==> config.mk <==
export PLATFORM = sky130hd
export DESIGN_NAME = sc_display_driver
export DESIGN_NICKNAME = d
export VERILOG_FILES = /design/src/rtl/sc_display_pkg.sv /design/src/rtl/sc_seg7_encode.sv /design/src/rtl/sc_display_driver.sv
export SDC_FILE = /design/constraint.sdc
export NUM_CORES = 1
export LEC_CHECK = 0
export CAP_MARGIN = 20
export CORE_MARGIN = 3
export CORE_UTILIZATION = 64
export DETAILED_ROUTE_END_ITERATION = 6
export GPL_ROUTABILITY_DRIVEN = 0
export PLACE_DENSITY = 0.95
export SLEW_MARGIN = 10
export SYNTH_ARGS = -nofsm -noshare
export SYNTH_HDL_FRONTEND = slang
export SYNTH_HIERARCHICAL = 1
export SYNTH_SLANG_ARGS = --single-unit
==> constraint.sdc <==
create_clock -name clock -period 11.1 [get_ports clock]
set_input_delay 1.665 -clock clock [delete_from_list [all_inputs] [get_ports clock]]
set_output_delay 1.665 -clock clock [all_outputs]
set_load 0.05 [all_outputs]
==> src/rtl/sc_display_pkg.sv <==
`default_nettype none
// ============================================================================
// Module      : sc_display_pkg
// Description : Shared definitions for the memory-mapped seven-segment
//               display driver: FSM states, active-high glyphs, the display
//               address and a nibble-to-glyph lookup.
// Revision    : 1.0 - initial release
// ============================================================================
package sc_display_pkg;

    // Controller-side FSM states
    typedef enum logic [1:0] {
        ST_IDLE   = 2'd0,
        ST_CONV   = 2'd1,
        ST_COMMIT = 2'd2
    } state_t;

    // Active-high glyphs, bit order g..a (bit0 = segment a)
    localparam logic [6:0] SEG_0     = 7'b0111111;
    localparam logic [6:0] SEG_1     = 7'b0000110;
    localparam logic [6:0] SEG_2     = 7'b1011011;
    localparam logic [6:0] SEG_3     = 7'b1001111;
    localparam logic [6:0] SEG_4     = 7'b1100110;
    localparam logic [6:0] SEG_5     = 7'b1101101;
    localparam logic [6:0] SEG_6     = 7'b1111101;
    localparam logic [6:0] SEG_7     = 7'b0000111;
    localparam logic [6:0] SEG_8     = 7'b1111111;
    localparam logic [6:0] SEG_9     = 7'b1101111;
    localparam logic [6:0] SEG_A     = 7'b1110111;
    localparam logic [6:0] SEG_B     = 7'b1111100;
    localparam logic [6:0] SEG_C     = 7'b0111001;
    localparam logic [6:0] SEG_D     = 7'b1011110;
    localparam logic [6:0] SEG_E     = 7'b1111001;
    localparam logic [6:0] SEG_F     = 7'b1110001;
    localparam logic [6:0] SEG_MINUS = 7'b1000000;
    localparam logic [6:0] SEG_BLANK = 7'b0000000;

    // Address decoded by the data-memory controller for this device
    localparam logic [31:0] DISP_ADDR = 32'h8000_000C;

    // Nibble to active-high glyph (0-9, A, b, C, d, E, F)
    function automatic logic [6:0] seg_glyph(input logic [3:0] nib);
        logic [6:0] g;
        case (nib)
            4'h0: g = SEG_0;
            4'h1: g = SEG_1;
            4'h2: g = SEG_2;
            4'h3: g = SEG_3;
            4'h4: g = SEG_4;
            4'h5: g = SEG_5;
            4'h6: g = SEG_6;
            4'h7: g = SEG_7;
            4'h8: g = SEG_8;
            4'h9: g = SEG_9;
            4'hA: g = SEG_A;
            4'hB: g = SEG_B;
            4'hC: g = SEG_C;
            4'hD: g = SEG_D;
            4'hE: g = SEG_E;
            default: g = SEG_F;
        endcase
        return g;
    endfunction

endpackage
`default_nettype wire

==> src/rtl/sc_seg7_encode.sv <==
`default_nettype none
// ============================================================================
// Module      : sc_seg7_encode
// Description : Combinational nibble to seven-segment glyph with blanking and
//               selectable output polarity.
// Revision    : 1.0 - initial release
// ============================================================================
module sc_seg7_encode
    import sc_display_pkg::*;
#(
    parameter int SEG_ACTIVE_LOW = 1
) (
    input  logic [3:0] i_nibble,
    input  logic       i_blank,
    output logic [6:0] o_seg
);

    logic [6:0] w_glyph;

    // Pick the glyph (or all-off) then apply board polarity
    always_comb begin
        w_glyph = i_blank ? SEG_BLANK : seg_glyph(i_nibble);
        o_seg   = (SEG_ACTIVE_LOW != 0) ? ~w_glyph : w_glyph;
    end

endmodule
`default_nettype wire

==> src/rtl/sc_display_driver.sv <==
`default_nettype none
// ============================================================================
// Module      : sc_display_driver
// Description : Memory-mapped display device. Captures a CPU word and shows
//               it as raw hex or as decimal (sequential double-dabble) with
//               leading-zero blanking and overflow dashes. Writes arriving
//               during a conversion wait in a one-deep, last-write-wins slot.
// Revision    : 1.0 - initial release
// ============================================================================
module sc_display_driver
    import sc_display_pkg::*;
#(
    parameter int DIGITS         = 8,
    parameter int BIN_W          = 27,
    parameter int SEG_ACTIVE_LOW = 1
) (
    input  logic                  clock,
    input  logic                  reset,
    input  logic                  wr_en,
    input  logic [31:0]           wr_data,
    input  logic                  wr_hex,
    output logic                  busy,
    output logic [7*DIGITS-1:0]   hex_out
);

    localparam int          BCD_W   = 4 * DIGITS;
    localparam int          SR_W    = BCD_W + BIN_W;
    localparam int          CNT_W   = $clog2(BIN_W + 1);
    localparam logic [63:0] DEC_MAX = 64'(10 ** DIGITS) - 64'd1;

    localparam logic [6:0]  POL_ZERO  = (SEG_ACTIVE_LOW != 0) ? ~SEG_0     : SEG_0;
    localparam logic [6:0]  POL_BLANK = (SEG_ACTIVE_LOW != 0) ? ~SEG_BLANK : SEG_BLANK;
    localparam logic [6:0]  POL_MINUS = (SEG_ACTIVE_LOW != 0) ? ~SEG_MINUS : SEG_MINUS;

    state_t                 r_state;
    logic                   r_busy;
    logic [SR_W-1:0]        r_shift;      // {bcd, bin}
    logic [CNT_W-1:0]       r_cnt;
    logic                   r_pend_valid;
    logic [31:0]            r_pend_data;
    logic                   r_pend_hex;
    logic [7*DIGITS-1:0]    r_hex_out;

    logic                   w_proc_valid;
    logic [31:0]            w_proc_data;
    logic                   w_proc_hex;
    logic                   w_ovf;
    logic [BCD_W-1:0]       w_bcd_adj;
    logic [SR_W-1:0]        w_shift_next;
    logic [BCD_W-1:0]       w_enc_nib;
    logic [DIGITS-1:0]      w_enc_blank;
    logic [7*DIGITS-1:0]    w_enc_seg;
    logic                   w_zero_run;

    // In IDLE a parked write has priority over a fresh strobe so order is kept
    always_comb begin
        w_proc_valid = 1'b0;
        w_proc_data  = wr_data;
        w_proc_hex   = wr_hex;
        if (r_state == ST_IDLE) begin
            if (r_pend_valid) begin
                w_proc_valid = 1'b1;
                w_proc_data  = r_pend_data;
                w_proc_hex   = r_pend_hex;
            end else if (wr_en) begin
                w_proc_valid = 1'b1;
            end
        end
    end

    // Decimal overflow: bits above the conversion width, or beyond DIGITS digits
    assign w_ovf = ((w_proc_data >> BIN_W) != 32'd0) ||
                   (64'(w_proc_data[BIN_W-1:0]) > DEC_MAX);

    // Double-dabble step: per-nibble +3 correction, then shift the whole pair
    genvar gi;
    generate
        for (gi = 0; gi < DIGITS; gi++) begin : g_adj
            logic [3:0] w_nib;
            assign w_nib = r_shift[BIN_W + 4*gi +: 4];
            assign w_bcd_adj[4*gi +: 4] = (w_nib >= 4'd5) ? (w_nib + 4'd3) : w_nib;
        end
    endgenerate

    assign w_shift_next = {w_bcd_adj, r_shift[BIN_W-1:0]} << 1;

    // Encoder inputs: BCD digits when committing, write nibbles otherwise
    generate
        for (gi = 0; gi < DIGITS; gi++) begin : g_enc_in
            if (4*gi + 3 <= 31) begin : g_hex_nib
                assign w_enc_nib[4*gi +: 4] = (r_state == ST_COMMIT) ?
                        r_shift[BIN_W + 4*gi +: 4] : w_proc_data[4*gi +: 4];
            end else begin : g_hex_pad
                assign w_enc_nib[4*gi +: 4] = (r_state == ST_COMMIT) ?
                        r_shift[BIN_W + 4*gi +: 4] : 4'h0;
            end
        end
    endgenerate

    // Leading-zero blanking from the top digit down; digit0 is never blanked
    always_comb begin
        w_enc_blank = '0;
        w_zero_run  = 1'b1;
        for (int i = DIGITS - 1; i >= 1; i--) begin
            w_zero_run     = w_zero_run & (r_shift[BIN_W + 4*i +: 4] == 4'h0);
            w_enc_blank[i] = w_zero_run & (r_state == ST_COMMIT);
        end
    end

    generate
        for (gi = 0; gi < DIGITS; gi++) begin : g_digit
            sc_seg7_encode #(
                .SEG_ACTIVE_LOW (SEG_ACTIVE_LOW)
            ) u_enc (
                .i_nibble (w_enc_nib[4*gi +: 4]),
                .i_blank  (w_enc_blank[gi]),
                .o_seg    (w_enc_seg[7*gi +: 7])
            );
        end
    endgenerate

    // Control FSM, pending slot and registered display outputs
    always_ff @(posedge clock or posedge reset) begin
        if (reset) begin
            r_state      <= ST_IDLE;
            r_busy       <= 1'b0;
            r_shift      <= '0;
            r_cnt        <= '0;
            r_pend_valid <= 1'b0;
            r_pend_data  <= '0;
            r_pend_hex   <= 1'b0;
            for (int i = 0; i < DIGITS; i++) begin
                r_hex_out[7*i +: 7] <= (i == 0) ? POL_ZERO : POL_BLANK;
            end
        end else begin
            case (r_state)
                ST_IDLE: begin
                    if (w_proc_valid) begin
                        if (w_proc_hex) begin
                            r_hex_out <= w_enc_seg;
                        end else if (w_ovf) begin
                            for (int i = 0; i < DIGITS; i++) begin
                                r_hex_out[7*i +: 7] <= POL_MINUS;
                            end
                        end else begin
                            r_shift <= {{BCD_W{1'b0}}, w_proc_data[BIN_W-1:0]};
                            r_cnt   <= '0;
                            r_busy  <= 1'b1;
                            r_state <= ST_CONV;
                        end
                    end
                    // Parked entry consumed now; a simultaneous strobe takes its place
                    if (r_pend_valid) begin
                        r_pend_valid <= wr_en;
                        if (wr_en) begin
                            r_pend_data <= wr_data;
                            r_pend_hex  <= wr_hex;
                        end
                    end
                end
                ST_CONV: begin
                    r_shift <= w_shift_next;
                    r_cnt   <= r_cnt + 1'b1;
                    if (r_cnt == CNT_W'(BIN_W - 1)) begin
                        r_state <= ST_COMMIT;
                    end
                    if (wr_en) begin
                        r_pend_valid <= 1'b1;
                        r_pend_data  <= wr_data;
                        r_pend_hex   <= wr_hex;
                    end
                end
                ST_COMMIT: begin
                    r_hex_out <= w_enc_seg;
                    r_busy    <= 1'b0;
                    r_state   <= ST_IDLE;
                    if (wr_en) begin
                        r_pend_valid <= 1'b1;
                        r_pend_data  <= wr_data;
                        r_pend_hex   <= wr_hex;
                    end
                end
                default: begin
                    r_state <= ST_IDLE;
                    r_busy  <= 1'b0;
                end
            endcase
        end
    end

    assign busy    = r_busy;
    assign hex_out = r_hex_out;

endmodule
`default_nettype wire

==> qor.txt <==
Worst EP required: 11.42 ns
Root Buffer: clkbuf_16
# IOs: 93
Max Cap Viol: 0
Drt drc: 0
Crit-path max FO: 51
TritonCTS clock tree: yes
Worst slew margin: 35.37%
Worst-Skew Late Latency: 0.44 ns
Iter 0 DRT Violations: 1006
Sequential fraction of the synthesis area: 36.03%
Number of diodes: 0
FF+latch area: 0.003991 mm^2
Global-route wire length before repair: 44.57 mm
Placed inst area: 0.01204 mm^2
H-tree Lvls: 4
Post-Synth Adder-Cell Area: 8.697%
GR Overflow Total: 0
XOR/XNOR Fraction of Synth Area: 0.7906%
Final setup violation count: 0
Leakage: 5.708 nW
Dominant cell type by area after synthesis: dfrtp_1
Setup tns final: 0 ns
Final Util: 75.78%
Chip height: 137.6 um
Final hold slack: 0.4633 ns
Crit. End Element: register
Post-CTS setup buffers: 0
Gate Count Post-Synth: 1134
VDD IR max: 202.5 uV
Async S/R FF share, synth: 100.0%
Mapped cell area: 0.01108 mm^2
Post-DRT Antenna Nets: 0
DR WL/cell: 18.73 um
Die area: 0.01892 mm^2
Hold buffer count at cts: 0
Final WS setup: 6.333 ns
CP startpoint kind: register
R2R Setup Slk: 6.33 ns
Core area: 0.01676 mm^2
GRT Total Usage: 29.65%
Die W: 137.6 um
Final Max Slew Viols: 0
Area grow syn2layout: 14.65%
# fillers: 1036
Number of vias per cell: 6.293
Most used DFF post-synth: dfrtp_1
Std cell rows: 47
Post-synth top area share: 24.17%
Fin. Hold Viols: 0
Post-Synth Simple-Gate Area: 13.23%
Cell Count, Final, Fillers Out: 1440
Post-synth EDFFs: 0
Max frequency: 0.2098 GHz
Synth unique cells: 69
Setup CP Type: reg -> reg
PortBufs: 92
Synth warn: 6
Largest net degree at the start of global routing: 100
Design Area, Final: 0.01270 mm^2
Post_cts resized: 0
Worst-path clk slew: 0.06 ns
Starting density of the core: 66.10%
Final nets: 1320
PwrDens: 335.1 mW/mm^2
Post-place setup slack: 6.108 ns
Share of layout cells above drive strength 1: 16.31%
CP Data Arrival Time: 5.08 ns
Post-DP HPWL: 17.92 mm
Synth Area in Compound Gates: 14.03%
Cells after DPL: 1404
Multi-input gate area: 0.006309 mm^2
Slew @ Worst Pin: 0.9695 ns
Syn_area_per_cell: 9.769 um^2
Final Cycle Share: 42.95%
Design Power: 4.256 mW
Hold crit path type: reg -> reg
Largest family of logic cells by synthesized area: multiplexers
Vias: 9062
CTS buffer count: 17
Status: complete, no violations
Clk sinks: 157
Clock Path Buffers: 2
Vias in the first global route: 8989
Pre-antenna DRT Iters: 6
Antenna violations before repair: 1
Period minus WS final: 4.767 ns
Layout Skew: 0.01253 ns
Routed Wire Length: 26.98 mm
RSZ-0062 raised after global routing: no
Yosys reg bits: 157
Mux contribution to synthesized area: 19.80%
Synth top area cells: dfrtp_1 24%, dfstp_2 12%, mux2i_1 10%
[power by group]
part / total, mW / switching (mW) / internal, mW / leakage (nW)
logic: 2.53 / 1.53 / 1.01 / 3.57
clock network: 0.635 / 0.253 / 0.382 / 0.295
registers: 1.09 / 0.200 / 0.887 / 1.84
[synth_stat cells (10+ instances only)]
| library cell | count |
|---|---|
| o31ai_1 | 18 |
| dfstp_2 | 50 |
| mux2i_1 | 113 |
| a31oi_1 | 10 |
| dfrtp_1 | 107 |
| nand2b_1 | 15 |
| mux2_1 | 30 |
| clkbuf_1 | 32 |
| mux2_4 | 13 |
| nand3_1 | 53 |
| nor2b_1 | 10 |
| nand4_1 | 10 |
| inv_1 | 110 |
| a21oi_1 | 36 |
| a221o_1 | 16 |
| ha_1 | 77 |
| nor3_1 | 13 |
| o211ai_1 | 31 |
| o21ai_0 | 43 |
| a211oi_1 | 12 |
| mux2_2 | 47 |
| xnor2_1 | 10 |
| nand2_1 | 39 |
| nor2_1 | 99 |
| buf_6 | 19 |
[metal layers]
| layer | global-route usage, % | wire length, um |
|---|---|---|
| met1 | 39.33 | 11110 |
| met5 | 0 | 7 |
| met4 | 11.25 | 777 |
| met3 | 6.976 | 2367 |
| met2 | 47.29 | 12710 |
[logic make-up after synthesis]
family	Yosys count
AOI/OAI and AO/OA	218
buffers and inverters	178
muxes	203
xor gates and xnor gates	10
and+or+nand+nor	290
DFF	157
other	1
adders and majority gates	77
[critical path, stage by stage (launching register included)]
cell and delay (ns):
dfrtp_1 0.40, inv_1 0.17, ha_1 0.65, nand2_2 0.59, mux2_1 0.39, and3b_1 0.20
and4bb_1 0.27, a31oi_2 0.18, buf_4 0.39, and2_2 0.35, buf_4 0.60, mux2_2 0.41
[layout make-up]
class / count / area share (%)
multi-input cells: 804 / 49.67
clock inverters: 14 / 1.497
clock buffers: 18 / 3.458
repair buffers: 109 / 8.255
well taps: 220 / 2.167
inverters: 118 / 3.527
flip-flops and latches: 157 / 31.43
[sequential cells by signal, indices dropped and copies added, names as in the netlist]
| register | flops |
|---|---|
| r_state | 2 |
| r_pend_data | 32 |
| r_cnt | 5 |
| r_shift | 59 |
| r_pend_hex | 1 |
| hex_out | 56 |
| r_pend_valid | 1 |
| busy | 1 |
[worst paths after layout]
kind	start	to	cells past startpoint
setup reg to reg	r_state[0]$_DFFE_PP0P_	r_shift[26]$_DFFE_PP0P_	11
setup / recovery	r_state[0]$_DFFE_PP0P_	r_shift[26]$_DFFE_PP0P_	11
hold / removal	hex_out[54]$_DFFE_PP1P_	hex_out[54]$_DFFE_PP1P_	2
hold reg to reg	hex_out[54]$_DFFE_PP1P_	hex_out[54]$_DFFE_PP1P_	2
max in group asynchronous	reset	r_shift[8]$_DFFE_PP0P_	3
min in group asynchronous	reset	hex_out[5]$_DFFE_PP0P_	2
[cell usage in the layout, fill, tap and decap left out, types with 15 or more instances in the layout]
cell type        netlist  routed
inv_1                110     108
dfrtp_1              107     107
o211ai_1              31      31
mux2i_1              113     113
dfstp_2               50      50
mux2_1                30      30
nand2b_1              15      15
mux2_2                47      47
clkbuf_16              0      17
o21ai_0               43      43
a221o_1               16      16
nor2_1                99      99
ha_1                  77      76
nand3_1               53      53
clkdlybuf4s50_1        0      92
buf_4                  1      17
nand2_1               39      39
o31ai_1               18      18
a21oi_1               36      36
No activity file was read; power rests on OpenSTA's default activity.
